### src/rtl/board_mem_pkg.sv
// board_mem_pkg -- shared types for the board memory arbiter slice.
//   clr_state_e       : clear-sequencer FSM states (IDLE, CLEAR, DONE)
//   cell_e            : encoding of one board cell (EMPTY, BLACK, WHITE)
//   CLR_VALUE_DEFAULT : value the clear sweep writes unless overridden
package board_mem_pkg;

    typedef enum logic [1:0] {
        ST_IDLE  = 2'd0,
        ST_CLEAR = 2'd1,
        ST_DONE  = 2'd2
    } clr_state_e;

    typedef enum logic [1:0] {
        EMPTY = 2'd0,
        BLACK = 2'd1,
        WHITE = 2'd2
    } cell_e;

    localparam cell_e CLR_VALUE_DEFAULT = EMPTY;

endpackage

### src/rtl/board_mem_arbiter_if.sv
// board_mem_arbiter_if -- requester-side bundle of the board memory arbiter.
//   Port A  : a_req, a_addr -> a_gnt, a_rvalid, a_rdata   (display, read-only)
//   Port B  : b_req, b_we, b_addr, b_wdata -> b_gnt, b_rvalid, b_rdata
//   Clear   : clr_start -> clr_busy, clr_done
//   master  : the requesters (display, game logic, clear command source)
//   slave   : the arbiter
interface board_mem_arbiter_if #(
    parameter int BITS  = 2,
    parameter int ABITS = 8
);
    logic             a_req;
    logic [ABITS-1:0] a_addr;
    logic             a_gnt;
    logic             a_rvalid;
    logic [BITS-1:0]  a_rdata;

    logic             b_req;
    logic             b_we;
    logic [ABITS-1:0] b_addr;
    logic [BITS-1:0]  b_wdata;
    logic             b_gnt;
    logic             b_rvalid;
    logic [BITS-1:0]  b_rdata;

    logic             clr_start;
    logic             clr_busy;
    logic             clr_done;

    modport master (
        output a_req, a_addr, b_req, b_we, b_addr, b_wdata, clr_start,
        input  a_gnt, a_rvalid, a_rdata, b_gnt, b_rvalid, b_rdata,
               clr_busy, clr_done
    );

    modport slave (
        input  a_req, a_addr, b_req, b_we, b_addr, b_wdata, clr_start,
        output a_gnt, a_rvalid, a_rdata, b_gnt, b_rvalid, b_rdata,
               clr_busy, clr_done
    );
endinterface

### src/rtl/board_rr_arbiter.sv
// board_rr_arbiter -- two-way round-robin arbiter with combinational grant.
//   clk, rst : clock, synchronous active-high reset
//   req[1:0] : request vector (bit 0 = port A, bit 1 = port B)
//   gnt[1:0] : one-hot grant; a grant is an accept, the pointer then
//              moves to favour the other port
module board_rr_arbiter (
    input  logic       clk,
    input  logic       rst,
    input  logic [1:0] req,
    output logic [1:0] gnt
);
    logic prefer_b;

    // NOTE: every output of a combinational block gets a default first so
    // no path leaves it unassigned and no latch is inferred.
    always_comb begin
        gnt = 2'b00;
        if (req[0] && (!req[1] || !prefer_b)) begin
            gnt[0] = 1'b1;
        end else if (req[1]) begin
            gnt[1] = 1'b1;
        end
    end

    // NOTE: sequential state uses non-blocking assignments so every flop
    // samples the pre-edge values regardless of statement order.
    always_ff @(posedge clk) begin
        if (rst) begin
            prefer_b <= 1'b0;
        end else if (|gnt) begin
            prefer_b <= gnt[0];
        end
    end
endmodule

### src/rtl/board_mem_arbiter.sv
// board_mem_arbiter -- shares one single-port board memory between the
// display (port A, read-only) and game logic (port B, read/write), plus an
// optional clear sequencer that sweeps CLR_VALUE over every cell.
//   clk, rst         : clock, synchronous active-high reset
//   bus (slave)      : port A / port B handshakes and clear command
//   mem_wen, mem_ren : memory write / read strobe (never both high)
//   mem_addr, mem_din: memory address / write data, driven in grant cycle
//   mem_dout         : memory read data, valid one cycle after mem_ren
// Build option: define BOARD_MEM_ARBITER_CLR_EN to include the clear
// sequencer; without it clr_start is ignored and clr_busy/clr_done are 0.
module board_mem_arbiter
    import board_mem_pkg::*;
#(
    parameter int              BITS      = 2,
    parameter int              WORDS     = 256,
    parameter logic [BITS-1:0] CLR_VALUE = BITS'(CLR_VALUE_DEFAULT),
    localparam int             ABITS     = $clog2(WORDS)
) (
    input  logic                clk,
    input  logic                rst,
    board_mem_arbiter_if.slave  bus,
    output logic                mem_wen,
    output logic                mem_ren,
    output logic [ABITS-1:0]    mem_addr,
    output logic [BITS-1:0]     mem_din,
    input  logic [BITS-1:0]     mem_dout
);
    logic             allow;       // arbitration open this cycle
    logic             clearing;    // sweep owns the memory this cycle
    logic [ABITS-1:0] sweep_addr;
    logic [1:0]       gnt;
    logic             a_rvalid_q;
    logic             b_rvalid_q;

`ifdef BOARD_MEM_ARBITER_CLR_EN
    localparam logic [ABITS-1:0] LAST_ADDR = ABITS'(WORDS - 1);

    clr_state_e       state;
    logic [ABITS-1:0] cnt;
    logic             busy_q;
    logic             done_q;

    always_ff @(posedge clk) begin
        if (rst) begin
            state  <= ST_IDLE;
            cnt    <= '0;
            busy_q <= 1'b0;
            done_q <= 1'b0;
        end else begin
            case (state)
                ST_IDLE: begin
                    if (bus.clr_start) begin
                        state  <= ST_CLEAR;
                        cnt    <= '0;
                        busy_q <= 1'b1;
                    end
                end
                ST_CLEAR: begin
                    // Stop on the last real address so a non-power-of-two
                    // WORDS never runs the counter past the array.
                    if (cnt == LAST_ADDR) begin
                        state  <= ST_DONE;
                        busy_q <= 1'b0;
                        done_q <= 1'b1;
                    end else begin
                        cnt <= cnt + ABITS'(1);
                    end
                end
                ST_DONE: begin
                    state  <= ST_IDLE;
                    done_q <= 1'b0;
                end
                default: begin
                    state  <= ST_IDLE;
                    busy_q <= 1'b0;
                    done_q <= 1'b0;
                end
            endcase
        end
    end

    // A clr_start seen in IDLE beats any pending request that cycle.
    assign allow        = (state == ST_IDLE) && !bus.clr_start;
    assign clearing     = (state == ST_CLEAR);
    assign sweep_addr   = cnt;
    assign bus.clr_busy = busy_q;
    assign bus.clr_done = done_q;
`else
    logic unused_clr_start;

    assign unused_clr_start = bus.clr_start;
    assign allow            = 1'b1;
    assign clearing         = 1'b0;
    assign sweep_addr       = '0;
    assign bus.clr_busy     = 1'b0;
    assign bus.clr_done     = 1'b0;
`endif

    board_rr_arbiter u_rr (
        .clk (clk),
        .rst (rst),
        .req ({bus.b_req, bus.a_req} & {2{allow && !rst}}),
        .gnt (gnt)
    );

    assign bus.a_gnt = gnt[0];
    assign bus.b_gnt = gnt[1];

    always_comb begin
        mem_wen  = 1'b0;
        mem_ren  = 1'b0;
        mem_addr = bus.a_addr;
        mem_din  = CLR_VALUE;
        if (clearing && !rst) begin
            mem_wen  = 1'b1;
            mem_addr = sweep_addr;
        end else if (gnt[0]) begin
            mem_ren  = 1'b1;
            mem_addr = bus.a_addr;
        end else if (gnt[1]) begin
            mem_wen  = bus.b_we;
            mem_ren  = !bus.b_we;
            mem_addr = bus.b_addr;
            mem_din  = bus.b_wdata;
        end
    end

    // rvalid tracks the read issued last cycle; it is independent of the
    // sweep, so a read granted just before a clear still completes.
    always_ff @(posedge clk) begin
        if (rst) begin
            a_rvalid_q <= 1'b0;
            b_rvalid_q <= 1'b0;
        end else begin
            a_rvalid_q <= gnt[0];
            b_rvalid_q <= gnt[1] && !bus.b_we;
        end
    end

    assign bus.a_rvalid = a_rvalid_q;
    assign bus.b_rvalid = b_rvalid_q;
    assign bus.a_rdata  = mem_dout;
    assign bus.b_rdata  = mem_dout;
endmodule

### src/flat_wrapper.sv
// flat-port wrapper written by rule: the top's interface ports become plain ports
module board_mem_arbiter_flat import board_mem_pkg::*;
#(
    parameter int              BITS      = 2,
    parameter int              WORDS     = 256,
    parameter logic [BITS-1:0] CLR_VALUE = BITS'(CLR_VALUE_DEFAULT),
    localparam int             ABITS     = $clog2(WORDS)
)
  (clk, rst, mem_wen, mem_ren, mem_addr, mem_din, mem_dout, bus_a_req, bus_a_addr, bus_b_req, bus_b_we, bus_b_addr, bus_b_wdata, bus_clr_start, bus_a_gnt, bus_a_rvalid, bus_a_rdata, bus_b_gnt, bus_b_rvalid, bus_b_rdata, bus_clr_busy, bus_clr_done);
  board_mem_arbiter_if #(.BITS(BITS), .ABITS((8))) bus_i ();
  input  logic clk;
  input  logic rst;
  output logic mem_wen;
  output logic mem_ren;
  output logic [ABITS-1:0] mem_addr;
  output logic [BITS-1:0] mem_din;
  input  logic [BITS-1:0] mem_dout;
  input wire logic [$bits(bus_i.a_req)-1:0] bus_a_req;
  input wire logic [$bits(bus_i.a_addr)-1:0] bus_a_addr;
  input wire logic [$bits(bus_i.b_req)-1:0] bus_b_req;
  input wire logic [$bits(bus_i.b_we)-1:0] bus_b_we;
  input wire logic [$bits(bus_i.b_addr)-1:0] bus_b_addr;
  input wire logic [$bits(bus_i.b_wdata)-1:0] bus_b_wdata;
  input wire logic [$bits(bus_i.clr_start)-1:0] bus_clr_start;
  output wire logic [$bits(bus_i.a_gnt)-1:0] bus_a_gnt;
  output wire logic [$bits(bus_i.a_rvalid)-1:0] bus_a_rvalid;
  output wire logic [$bits(bus_i.a_rdata)-1:0] bus_a_rdata;
  output wire logic [$bits(bus_i.b_gnt)-1:0] bus_b_gnt;
  output wire logic [$bits(bus_i.b_rvalid)-1:0] bus_b_rvalid;
  output wire logic [$bits(bus_i.b_rdata)-1:0] bus_b_rdata;
  output wire logic [$bits(bus_i.clr_busy)-1:0] bus_clr_busy;
  output wire logic [$bits(bus_i.clr_done)-1:0] bus_clr_done;
  assign bus_i.a_req = bus_a_req;
  assign bus_i.a_addr = bus_a_addr;
  assign bus_i.b_req = bus_b_req;
  assign bus_i.b_we = bus_b_we;
  assign bus_i.b_addr = bus_b_addr;
  assign bus_i.b_wdata = bus_b_wdata;
  assign bus_i.clr_start = bus_clr_start;
  assign bus_a_gnt = bus_i.a_gnt;
  assign bus_a_rvalid = bus_i.a_rvalid;
  assign bus_a_rdata = bus_i.a_rdata;
  assign bus_b_gnt = bus_i.b_gnt;
  assign bus_b_rvalid = bus_i.b_rvalid;
  assign bus_b_rdata = bus_i.b_rdata;
  assign bus_clr_busy = bus_i.clr_busy;
  assign bus_clr_done = bus_i.clr_done;
  board_mem_arbiter #(.BITS(BITS), .WORDS(WORDS), .CLR_VALUE(CLR_VALUE)) u_core (.clk(clk), .rst(rst), .bus(bus_i), .mem_wen(mem_wen), .mem_ren(mem_ren), .mem_addr(mem_addr), .mem_din(mem_din), .mem_dout(mem_dout));
endmodule
### config.mk
export PLATFORM = sky130hd
export DESIGN_NAME = board_mem_arbiter_flat
export DESIGN_NICKNAME = d
export VERILOG_FILES = /design/src/rtl/board_mem_pkg.sv /design/src/rtl/board_mem_arbiter_if.sv /design/src/rtl/board_rr_arbiter.sv /design/src/rtl/board_mem_arbiter.sv /design/src/flat_wrapper.sv
export SDC_FILE = /design/constraint.sdc
export NUM_CORES = 1
export LEC_CHECK = 0
export CAP_MARGIN = 20
export CORE_MARGIN = 1
export CORE_UTILIZATION = 22
export CTS_CLUSTER_DIAMETER = 120
export DETAILED_ROUTE_END_ITERATION = 10
export GPL_ROUTABILITY_DRIVEN = 0
export HOLD_SLACK_MARGIN = 0.02
export PLACE_DENSITY_LB_ADDON = 0.2
export SLEW_MARGIN = 10
export SYNTH_ARGS = -nofsm -noshare
export SYNTH_HDL_FRONTEND = slang
export SYNTH_SLANG_ARGS = --single-unit
### constraint.sdc
create_clock -name clk -period 1.8 [get_ports clk]
set_clock_uncertainty 0.1 [all_clocks]
set_input_delay 0.36 -clock clk [delete_from_list [all_inputs] [get_ports clk]]
set_output_delay 0.36 -clock clk [all_outputs]
set_load 0.005 [all_outputs]
# Word-level counts from Yosys, hierarchy flattened
# Cells that the tools add are included.
# totals
regBits	3
output_inout_bits	22
# op_classes
mux	11
n_bitwise	1
n_reduce_logical	8
# ops
operator	n
two-way mux 8 bit	2
two-way mux 1 bit	7
logical NOT 1 bit	4
two-way mux 2 bit	2
AND 2 bit	1
logical AND 1 bit	2
OR reduction 2 bit	1
logical OR 1 bit	1

# Depth between registers and ports, before layout
# Gate-level depths: netlist (run 1).
# logic_depth
depth_word	8
mapped_depth	4
depth_no_buf	3

# By module
# Synthesis (run 1) repeated with hierarchy kept, for this count alone.
# hier_totals
hier_cells	34
hier_area_um2	342.8
# modules_own_cells
mod	n_inst	cells_each	area_per_inst_um2	seq_area_each_um2
board_mem_arbiter	1	28	284.0	40.0
board_rr_arbiter	1	6	58.8	20.0

# Worst setup path after synthesis (run 1)
# Ideal clock, no wire load.
# synth_path
path_type	reg-to-output
from	reg u_core.u_rr.prefer_b
to	out mem_addr[2]
t_arrival_ns	1.033
required_ns	1.340
setup_slack_ns	0.307
path_stages_with_launch	5
n_path_buf	1
path_cell_list	dfxtp_1 nand2b_2 nand3b_4 buf_6 mux2_4
# synth_between
elab_chain_len	6
word_cells_on_any_way	7
classes_between	mux (4); reduce/logical (3)
# synth_rtl
item	line	source
start: declaration	board_rr_arbiter.sv:12	logic prefer_b;
start signal: assignment	board_rr_arbiter.sv:31	prefer_b <= gnt[0];
logical NOT 1 bit (*)	board_rr_arbiter.sv:18	if (req[0] && (!req[1] || !prefer_b)) begin
logical OR 1 bit (*)	board_rr_arbiter.sv:18	
logical AND 1 bit (*)	board_rr_arbiter.sv:18	
two-way mux 1 bit	board_rr_arbiter.sv:18	
two-way mux 8 bit	board_mem_arbiter.sv:120	end else if (gnt[1]) begin
two-way mux 8 bit (*)	board_mem_arbiter.sv:117	end else if (gnt[0]) begin
end: declaration	flat_wrapper.sv:15	output logic [ABITS-1:0] mem_addr;
# Every way passes the cells marked *; elsewhere a longest branch is shown, timed or not.

# Final worst setup path (run 1)
# layout_path
from	reg u_core.u_rr.prefer_b
to	out mem_addr[7]
# The elaborated chain is that of the path after synthesis.

==> results.txt, run 1 <==
The final critical path takes up 100% of the cycle. The most numerous cell type found on the critical path is sky130_fd_sc_hd__buf_6. The routed design has 1.10 mm of wire. The total overflow left after global routing is 0. After detailed placement, the total cell area comes to 727 um^2. Core area: 0.00135 mm^2.

Detailed routing inserted a total of 422 vias. Cell at the slowest stage of the critical path: sky130_fd_sc_hd__dfxtp_2. The top achievable clock speed is 553 MHz, and the vertical die dimension is 40.6 um. The run finished, with violations left.

Before antenna repair, the detailed router went through 4 iterations. The root buffer cell chosen for the clock tree is sky130_fd_sc_hd__clkbuf_4. The wire length of the first global-routing pass is 1.43 mm. The proportion of synthesized flip-flops having asynchronous set or reset works out to 0%.

Traced cell by cell, the critical path runs through nand2b_4 -> nand3b_4 -> buf_6 -> mux2_4 -> buf_6. The most used flip-flop cell after synthesis is sky130_fd_sc_hd__dfxtp_1. Summed over all cells, the static leakage comes to 0.000426 uW. Number of global-route vias before repair: 346.

The die covers 0.00165 mm^2. The area share of the largest cell type after synthesis works out to 22.9%. By area the synthesized netlist is led by sky130_fd_sc_hd__mux2_4 23%, sky130_fd_sc_hd__dfxtp_1 18%, sky130_fd_sc_hd__buf_4 14%, sky130_fd_sc_hd__mux2_2 10%, sky130_fd_sc_hd__nand3b_4 6.1%.

Counting along the longest clock path gives a buffer depth of 2. The initialized floorplan defines 13 standard-cell rows. The per-instance average area after synthesis works out to 9.11 um^2. For the minimum setup slack in the final design, the log shows -0.00788 ns. From left edge to right edge, the die measures 40.6 um. Setup repair after global routing could not meet its margin everywhere.

Data on the critical path arrives at its endpoint at 1.35 ns. The tools report the count of pins over their slew limit as 0. The final reports fail on negative setup slack. Before CTS, the worst setup slack after placement is -0.569 ns. The post-route netlist has 45.2% of its cells at a drive strength greater than 1. The run gives 0.338 ns as the final hold slack. For the finished layout, the period the worst path requires is 1.81 ns. The Yosys step of the flow raised 0 warnings. The commonest cells after synthesis are 6 x sky130_fd_sc_hd__buf_4, 5 x sky130_fd_sc_hd__mux2_4, 5 x sky130_fd_sc_hd__nor2_1. Classification of the worst setup path: reg -> out.

The largest driver fanout on the critical path was 3. Sequential cells were found to cover 18.3% of the synthesized design area. For the data required time at the worst endpoint, the log shows 1.34 ns. The finished layout holds 99 standard cells, fillers aside. The largest incremental delay on the critical path was 0.32 ns; the number of buffers inserted during clock tree synthesis was 3. At the later pin of the worst-skew pair, clock insertion delay measures 0.24 ns. The synthesized netlist occupies a cell area of 328 um^2.

The post-synthesis cell type count was 15. After detailed routing, the number of vias per cell comes to 4.26. The all-layer global routing usage was 13.6%.

The worst setup path is launched from a register. The gate family responsible for the most delay along the worst path was flip-flops. For this run, the post-layout net count is 111. The most common cell in the synthesized netlist is sky130_fd_sc_hd__buf_4. The tools report the number of primary I/O pins as 48. 0 antenna diodes ended up in the layout. Summed over all instances, the cell type with the most area after synthesis is sky130_fd_sc_hd__mux2_4. The layout has 123 filler cells. The area growth from synthesis to final layout came out at 145%. The placed cell count is 90, and the post-cts hold buffer count is 0. The area of all placed cells without fillers came out at 803 um^2. The power per unit of standard cell area came out at 444 mW/mm^2. For this configuration, the core starts out at a cell density of 24.3%. The placed wire-length estimate after detailed placement is 746 um, and the DRC violations left is 0.

The tools report the endpoint kind of the worst setup timing path as an output port. Across the run, the number of max-cap violations was 0. For the number of antenna violations at the first check in global routing, the log shows 0. Hold violation count in the final report: 0. TritonCTS built the clock tree. The tools report the count of mapped cells out of synthesis as 36. Yosys mapped a number of flops with a built-in enable equal to 0. The number of storage elements in the synthesis netlist works out to 3.

After detailed routing, the average wire length per cell comes to 11.1 um. The tightest min-delay check is of the in -> reg type. Once detail routing completed, the nets flagged for antenna violations numbered 0.

The port buffer count is 38, and the final-report setup violation count is 4. The worst IR drop on VDD is 0.350 mV. The maximum number of pins on one net before global-route repair was 5. The count of buffering cells on the critical path with inverters included came out at 2.

The run gives -0.0261 ns as the accumulated negative setup slack. The number of DRC markers in iteration 0 is 1. The CTS H-tree depth is 1, and the clock transition time at the flip-flop clock pins of the worst setup and hold paths is 0.04 ns. The run gives 3 as the number of sinks driven by the clock tree.
[layout by cell type (no fill, tap or decap), drive strengths merged, types with 2 or more instances in the layout]
| master | n |
|---|---|
| clkdlybuf4s15 | 4 |
| buf | 17 |
| nor2 | 5 |
| dfxtp | 3 |
| dlygate4sd2 | 4 |
| conb | 2 |
| clkdlybuf4s50 | 20 |
| mux2 | 8 |
| nand3b | 2 |
| and2 | 2 |
| inv | 4 |
| clkbuf | 8 |
[area by class of cell]
class                   instances  area [um^2]  share of cell area [%]
flip-flops and latches          3         61.3                    7.63
inverters                       4         15.0                    1.87
clock buffers                   4         26.3                    3.27
multi-input cells              24          236                    29.4
repair buffers                 49          445                    55.5
well taps                      15         18.8                    2.34
[path summary, 6_finish.rpt]
kind	from	end	slack, ns	cells past startpoint
worst max register to register	u_core.u_rr.prefer_b	u_core.bus.b_rvalid	0.72	5
worst min-delay path	bus_b_we	u_core.bus.b_rvalid	0.34	2
worst min register to register	u_core.u_rr.prefer_b	u_core.u_rr.prefer_b	0.47	2
worst max-delay path	u_core.u_rr.prefer_b	mem_addr[7]	-0.008	5
[per-layer routing]
layer	up-vias	GRT usage, %	part of all wire (%)
met3	2	5.00	16
met2	30	21.0	43
met4	0	9.17	0.36
met1	185	15.2	40
li1	205	-	-
met5	-	0	0
[timing repair]
item / 4_1_cts / 5_1_grt
pin swaps: 1 / 1
resized for setup: 53 / 8
gates cloned: 1 / 0
endpoints found under the hold margin: 0 / 0
setup buffers: 5 / 0
setup endpoints to repair: 14 / 10
[sequential cells by signal (all words and copies together) (netlist names)]
name / count
u_core.u_rr.prefer_b: 1
u_core.bus.a_rvalid: 1
u_core.bus.b_rvalid: 1
[through the flow]
| stage | utilization (%) | total power [uW] |
|---|---|---|
| finish | 59.5 | 357 |
| floorplan | - | 131 |
| CTS | 60.6 | 364 |
| global placement | 53.8 | 227 |
| detailed placement | 53.8 | 228 |
| global route | 59.5 | 379 |
[report_power, final]
part	total [uW]	switching, uW	internal, uW
Combinational	164	48.6	115
Clock	120	37.0	83.2
Sequential	72.4	1.34	71.1
Total	357	86.9	270
[logic make-up after synthesis]
group           after synthesis  share of synthesized area (%)
simple gates                 10                           19.5
other cells                   1                           1.14
flops                         3                           18.3
buf+inv                      11                           21.8
mux                           8                           33.2
compound gates                3                           6.11
No activity file was read; power rests on OpenSTA's default activity.
==> run 2: changes to the inputs <==
--- a/config.mk
+++ b/config.mk
@@ -10,7 +10,6 @@
 export CORE_UTILIZATION = 22
 export CTS_CLUSTER_DIAMETER = 120
 export DETAILED_ROUTE_END_ITERATION = 10
-export GPL_ROUTABILITY_DRIVEN = 0
 export HOLD_SLACK_MARGIN = 0.02
 export PLACE_DENSITY_LB_ADDON = 0.2
 export SLEW_MARGIN = 10
==> results of run 2 <==
Final layout, timing and power as in run 1 (identical DEF).
